===== src/rtl/branch_predictor_pkg.sv =====
// Shared definitions for the branch predictor: FSM encoding, 2-bit counter
// states and the saturating counter update.
package branch_predictor_pkg;

   // 2-bit saturating counter states
   localparam logic [1:0] CtrSnt = 2'b00;
   localparam logic [1:0] CtrWnt = 2'b01;
   localparam logic [1:0] CtrWt  = 2'b10;
   localparam logic [1:0] CtrSt  = 2'b11;

   // BTB clear walker states
   typedef enum logic {
      StIdle,
      StClear
   } bp_state_e;

   // Saturating increment on taken, saturating decrement otherwise
   function automatic logic [1:0] ctr_next(input logic [1:0] ctr, input logic taken);
      if (taken) begin
         return (ctr == CtrSt) ? CtrSt : ctr + 2'b01;
      end
      return (ctr == CtrSnt) ? CtrSnt : ctr - 2'b01;
   endfunction

endpackage


===== src/rtl/bp_ras.sv =====
// Circular return-address stack. A push when full overwrites the oldest
// entry; a pop when empty does nothing; push+pop together replaces the top.
module bp_ras #(
   parameter int unsigned RAS_DEPTH = 4
) (
   input  logic        clk,
   input  logic        rst_n,
   input  logic        push,
   input  logic        pop,
   input  logic [31:0] push_data,
   input  logic        clear,
   output logic [31:0] top,
   output logic        empty
);

   localparam int unsigned PtrW = $clog2(RAS_DEPTH);
   localparam int unsigned CntW = PtrW + 1;
   localparam logic [CntW-1:0] CntFull = CntW'(RAS_DEPTH);

   logic [31:0]     stack_q [RAS_DEPTH];
   logic [PtrW-1:0] ptr_q, ptr_d;   // next free slot
   logic [PtrW-1:0] top_ptr;
   logic [CntW-1:0] cnt_q, cnt_d;
   logic            wr_en;
   logic [PtrW-1:0] wr_ptr;

   assign top_ptr = ptr_q - PtrW'(1);
   assign empty   = (cnt_q == '0);
   assign top     = stack_q[top_ptr];

   // Pointer/count next state; clear wins over any push or pop
   always_comb begin
      ptr_d  = ptr_q;
      cnt_d  = cnt_q;
      wr_en  = 1'b0;
      wr_ptr = ptr_q;
      if (clear) begin
         ptr_d = '0;
         cnt_d = '0;
      end else if (push && pop) begin
         wr_en  = 1'b1;
         wr_ptr = top_ptr;
      end else if (push) begin
         wr_en  = 1'b1;
         wr_ptr = ptr_q;
         ptr_d  = ptr_q + PtrW'(1);
         if (cnt_q != CntFull) begin
            cnt_d = cnt_q + CntW'(1);
         end
      end else if (pop && !empty) begin
         ptr_d = top_ptr;
         cnt_d = cnt_q - CntW'(1);
      end
   end

   // Pointer and occupancy registers
   always_ff @(posedge clk or negedge rst_n) begin
      if (!rst_n) begin
         ptr_q <= '0;
         cnt_q <= '0;
      end else begin
         ptr_q <= ptr_d;
         cnt_q <= cnt_d;
      end
   end

   // Stack storage
   always_ff @(posedge clk or negedge rst_n) begin
      if (!rst_n) begin
         for (int unsigned i = 0; i < RAS_DEPTH; i++) begin
            stack_q[i] <= '0;
         end
      end else if (wr_en) begin
         stack_q[wr_ptr] <= push_data;
      end
   end

endmodule


===== src/rtl/branch_predictor.sv =====
// Branch predictor: direct-mapped BTB with 2-bit counters, a return-address
// stack serving JR $31 entries, and a one-entry-per-cycle BTB clear walker.
module branch_predictor #(
   parameter int unsigned ENTRIES   = 16,
   parameter int unsigned RAS_DEPTH = 4
) (
   input  logic        clk,
   input  logic        rst_n,
   input  logic [31:0] lk_addr,
   output logic        pred_taken,
   output logic [31:0] pred_addr,
   input  logic        upd_en,
   input  logic [31:0] upd_addr,
   input  logic        upd_taken,
   input  logic [31:0] upd_target,
   input  logic        upd_call,
   input  logic        upd_ret,
   input  logic [31:0] ret_addr,
   input  logic        stall,
   input  logic        flush,
   output logic        busy
);

   import branch_predictor_pkg::*;

   localparam int unsigned IdxW = $clog2(ENTRIES);
   localparam int unsigned TagW = 32 - IdxW - 2;
   localparam logic [IdxW-1:0] LastIdx = IdxW'(ENTRIES - 1);

   // BTB storage
   logic [ENTRIES-1:0] valid_q;
   logic [ENTRIES-1:0] is_ret_q;
   logic [TagW-1:0]    tag_q    [ENTRIES];
   logic [31:0]        target_q [ENTRIES];
   logic [1:0]         ctr_q    [ENTRIES];

   // Clear walker
   bp_state_e       state_q, state_d;
   logic [IdxW-1:0] clr_idx_q, clr_idx_d;
   logic            clr_en;
   logic            ras_clear;

   // Lookup path
   logic [IdxW-1:0] lk_idx;
   logic [TagW-1:0] lk_tag;
   logic            lk_hit;
   logic            lk_is_ret;

   // Update path
   logic [IdxW-1:0] upd_idx;
   logic [TagW-1:0] upd_tag;
   logic            upd_go;
   logic            upd_hit;
   logic            wr_en;
   logic [1:0]      wr_ctr;
   logic [31:0]     wr_target;

   // RAS
   logic            ras_push;
   logic            ras_pop;
   logic [31:0]     ras_top;
   logic            ras_empty;

   // Word-offset bits never participate in indexing or tagging
   logic unused_offsets;
   assign unused_offsets = ^{lk_addr[1:0], upd_addr[1:0]};

   // Lookup: purely combinational from current state, no write bypass
   always_comb begin
      lk_idx     = lk_addr[IdxW+1:2];
      lk_tag     = lk_addr[31:IdxW+2];
      lk_hit     = valid_q[lk_idx] && (tag_q[lk_idx] == lk_tag);
      lk_is_ret  = is_ret_q[lk_idx];
      // A return entry with nothing on the stack has no usable target
      pred_taken = lk_hit && ctr_q[lk_idx][1] && !busy && !(lk_is_ret && ras_empty);
      pred_addr  = '0;
      if (pred_taken) begin
         pred_addr = lk_is_ret ? ras_top : target_q[lk_idx];
      end
   end

   // Update decode: hits train the entry, taken misses allocate
   always_comb begin
      upd_idx   = upd_addr[IdxW+1:2];
      upd_tag   = upd_addr[31:IdxW+2];
      upd_go    = upd_en && !stall && !busy;
      upd_hit   = valid_q[upd_idx] && (tag_q[upd_idx] == upd_tag);
      wr_en     = upd_go && (upd_hit || upd_taken);
      wr_ctr    = upd_hit ? ctr_next(ctr_q[upd_idx], upd_taken) : CtrWt;
      wr_target = (upd_hit && !upd_taken) ? target_q[upd_idx] : upd_target;
   end

   // RAS operations are not blocked by a BTB clear
   assign ras_push = upd_en && !stall && upd_call;
   assign ras_pop  = upd_en && !stall && upd_ret;

   // Clear walker next state; a flush seen during a clear is dropped
   always_comb begin
      state_d   = state_q;
      clr_idx_d = clr_idx_q;
      busy      = 1'b0;
      clr_en    = 1'b0;
      ras_clear = 1'b0;
      case (state_q)
         StIdle: begin
            if (flush) begin
               state_d   = StClear;
               clr_idx_d = '0;
               ras_clear = 1'b1;
            end
         end
         StClear: begin
            busy      = 1'b1;
            clr_en    = 1'b1;
            clr_idx_d = clr_idx_q + IdxW'(1);
            if (clr_idx_q == LastIdx) begin
               state_d = StIdle;
            end
         end
         default: state_d = StIdle;
      endcase
   end

   // Clear walker state register
   always_ff @(posedge clk or negedge rst_n) begin
      if (!rst_n) begin
         state_q   <= StIdle;
         clr_idx_q <= '0;
      end else begin
         state_q   <= state_d;
         clr_idx_q <= clr_idx_d;
      end
   end

   // BTB entry writes; update and clear never coincide since clear implies busy
   always_ff @(posedge clk or negedge rst_n) begin
      if (!rst_n) begin
         valid_q  <= '0;
         is_ret_q <= '0;
         for (int unsigned i = 0; i < ENTRIES; i++) begin
            tag_q[i]    <= '0;
            target_q[i] <= '0;
            ctr_q[i]    <= CtrWnt;
         end
      end else begin
         if (wr_en) begin
            valid_q[upd_idx]  <= 1'b1;
            tag_q[upd_idx]    <= upd_tag;
            target_q[upd_idx] <= wr_target;
            ctr_q[upd_idx]    <= wr_ctr;
            is_ret_q[upd_idx] <= upd_ret;
         end
         if (clr_en) begin
            valid_q[clr_idx_q] <= 1'b0;
         end
      end
   end

   bp_ras #(
      .RAS_DEPTH(RAS_DEPTH)
   ) u_ras (
      .clk      (clk),
      .rst_n    (rst_n),
      .push     (ras_push),
      .pop      (ras_pop),
      .push_data(ret_addr),
      .clear    (ras_clear),
      .top      (ras_top),
      .empty    (ras_empty)
   );

endmodule


===== config.mk =====
export PLATFORM = sky130hd
export DESIGN_NAME = branch_predictor
export DESIGN_NICKNAME = d
export VERILOG_FILES = /design/src/rtl/branch_predictor_pkg.sv /design/src/rtl/bp_ras.sv /design/src/rtl/branch_predictor.sv
export SDC_FILE = /design/constraint.sdc
export NUM_CORES = 2
export LEC_CHECK = 0
export CORE_AREA = 2 2 329 331
export CTS_CLUSTER_DIAMETER = 80
export CTS_CLUSTER_SIZE = 20
export DETAILED_ROUTE_END_ITERATION = 6
export DIE_AREA = 0 0 331 333
export MAX_ROUTING_LAYER = met4
export PLACE_DENSITY = 0.77
export REMOVE_ABC_BUFFERS = 1
export SLEW_MARGIN = 20
export SYNTH_ARGS = -nofsm -noshare
export SYNTH_HDL_FRONTEND = slang
export SYNTH_SLANG_ARGS = --single-unit

===== constraint.sdc =====
create_clock -name clk -period 10.17 [get_ports clk]
set_input_delay 2.034 -clock clk [delete_from_list [all_inputs] [get_ports clk]]
set_output_delay 2.034 -clock clk [all_outputs]
set_load 0.01 [all_outputs]

==> impl_metrics.yaml <==
timing:
  final-hold-violation-count: 0
  min_period_ns: 9.04
  post-route-period-util: 0.889
  setup-tns-final_ns: 0
  rsz0062_at_grt: "no"
  fin_skew_ns: 0.0318
  finalSetupViolations: 0
  worst_pin_slew_ns: 1.16
  fmax_ghz: 0.111
  maxSlewViolCount: 0
  relSlewSlack: 0.224
worst_setup_path:
  reg2regPathDepth: 10
  path_class: "in -> out"
  path_max_fanout: 42
  r2r_slack_ns: 4.72
  crit_slowest_cell: "or4_2"
  cp-start-kind: "input pin"
  crit_arrival_ns: 7.00
  r2r_end: "target_q[10]"
  cp_common_cell: "mux4_2"
  end_kind: "output port"
  path_cells: "buf_8 > buf_12 > mux4_2 > mux4_2 > xor2_1 > nor4_1 > nand3_1 > or4_2 > nor2_1 > clkdlybuf4s50_1"
  slowest_delay_ns: 1.16
  timing.rr.start: "tag_q[44]"
  required_ns: 8.14
yosys:
  yosysTopAreaCell: "dfrtp_1"
  seq_area_frac_synth: 0.446
  synth-warning-count: 0
  ys_async_sr_fraction: 1.00
  syn_area_sq_um: 63400
  netlist_top_cells_area: "dfrtp_1 44%, mux4_2 21%, mux2_4 13%, mux2_2 6.5%, mux2_1 4.6%"
  synth_edf_count: 0
  yosysMostFrequentCell: "dfrtp_1"
  synth_cell_type_count: 78
  ys_ff_latch: 1130
  synth_area_per_cell_sq_um: 16.7
  yosys-top-cells-count: "1114 x dfrtp_1, 580 x mux4_2, 531 x mux2_4"
  ys.flop_type: "dfrtp_1"
  yosysTopAreaCellShare: 0.440
  netlist_instances: 3790
route:
  first_iter_violations: 3641
  wl_per_cell_microns: 30.9
  antenna_left: 0
  drt_first_pass_iters: 7
  vias: 35657
  totalWireLength_microns: 160000
  via_per_inst: 6.91
  drc: 0
clock_network:
  postCtsSetupBuffers: 0
  clkSinkCount: 1130
  cts_tree: "done"
  numCtsBuffers: 67
  clk_pin_slew_ns: 0.08
  clock_path_buffers: 3
  cts_hold_buf: 0
  cts-root-buf: "clkbuf_16"
  post_cts_resized: 0
  cts_max_level: 3
  clock_latency_ns: 0.67
global_routing:
  overflow: 0
  grt_util_all_layers: 0.305
  grt_pass1_vias: 37339
  met1_usage: 0.432
  use_met2: 0.464
  grt_max_degree: 161
  antenna_found_initial: 7
  grtUsageMet3: 0.0444
  grt_pass1_wl_microns: 244000
  grt-busiest-layer: "met2"
job:
  max_cap_viol_count: 0
run_status:
  outcome: "finished clean"
placement:
  io_buffers: 165
  gp_congestion: 0.856
  dp.final_hpwl_microns: 94800
power:
  power_density_nw_per_um2: 154
  leakage_nw: 29.6
  peakVddDrop_mv: 0.184
floorplan:
  core_area_sq_um: 107000
  die_x_microns: 331
  die_y_microns: 333
  start_util: 0.595
  num_io_pins: 170
  dieArea_sq_um: 110000
  std_cell_rows: 120
hold_path:
  holdPathStages: 1
  hold_end: "is_ret_q[6]"
  hp-class: "reg -> reg"
  min_from: "is_ret_q[6]"
final_layout:
  drive_gt1_frac: 0.455
  fin_util: 0.625
  nets: 3871
  syn_to_final_growth_pct: 5.04
cells by family (layout without fill, tap and decap cells):
family / count (synthesis) / count (layout) / share of synthesized area
XOR/XNOR: 56 / 56 / 0.00773
AO/OA/AOI/OAI: 137 / 137 / 0.0165
adder cells (fa/ha/maj): 7 / 7 / 0.00142
multiplexers: 1839 / 1839 / 0.459
other: 0 / 7 / 0
flip-flops: 1130 / 1130 / 0.446
AND/OR/NAND/NOR: 223 / 223 / 0.0193
buffers and inverters: 398 / 358 / 0.0500
layer usage:
metal / wire length (microns) / share of wire
met2: 76900 / 0.48
met4: 4210 / 0.026
met1: 68000 / 0.43
met5: 0 / 0
met3: 10500 / 0.066
critical path, delay by kind of cell:
family                    cells  cell delay [ns]
buffers and inverters         3             1.21
xor gates and xnor gates      1             0.19
and+or+nand+nor               4             2.28
muxes                         2             1.02
where the power goes:
group,switching [W],internal (W)
clock network,0.00154,0.00128
registers,0.000372,0.00505
logic,0.000853,0.00118
state kept, by name, indices dropped and copies added, names as in the netlist:
name / flops
u_ras.stack_q: 128
ctr_q: 32
clr_idx_q: 4
u_ras.ptr_q: 2
u_ras.cnt_q: 3
valid_q: 16
state_q: 1
target_q: 512
is_ret_q: 16
tag_q: 416
through the flow:
step | power (W) | hold slack (ns) | worst slack, ns | instances | cell area (sq um)
2_1_floorplan | 0.00678 | 0.453 | 3.18 | 3408 | 60300
3_3_place_gp | 0.00745 | 0.464 | 1.22 | 5064 | 64700
3_5_place_dp | 0.00753 | 0.469 | 1.10 | 5064 | 64700
4_1_cts | 0.0103 | 0.488 | 1.10 | 5153 | 66600
5_1_grt | 0.0107 | 0.508 | 0.886 | 5160 | 66600
6_report | 0.0103 | 0.489 | 1.13 | 5160 | 66600
worst max-delay path by stage:
stage,end,slack (ns),startpoint
5_1_grt,pred_addr[2],0.89,lk_addr[2]
3_3_place_gp,pred_addr[3],1.22,lk_addr[2]
2_1_floorplan,pred_addr[0],3.18,lk_addr[2]
6_report,pred_addr[27],1.13,lk_addr[2]
3_5_place_dp,pred_addr[26],1.10,lk_addr[2]
4_1_cts,pred_addr[26],1.10,lk_addr[2]
final cells by class:
cell class,instances,area [sq um]
fillers,7539,40000
multi-input cells,2262,32000
flip-flops and latches,1130,28300
repair buffers,253,2570
clock buffers,78,1780
well taps,1403,1760
clock inverters,11,120
inverters,16,60.1
diodes,7,17.5
placed cells by master (no fill, tap or decap), types with 11 or more instances in the layout:
cell and n:
dfrtp_1 1112, mux4_2 580, mux2_4 531, mux2_2 364, mux2_1 260, clkdlybuf4s50_1 156, mux2i_1 104, buf_4 71
clkbuf_16 69, nor2_1 50, nand2_1 49, xnor2_1 28, xor2_1 28, nand3_1 25, o21ai_0 19, buf_12 19
and3_4 16, dfstp_2 16, nor2b_1 15, inv_1 15, nor3_1 14, a22oi_1 12, a21oi_1 11, o22a_1 11
(Power assumes the default switching activity.)
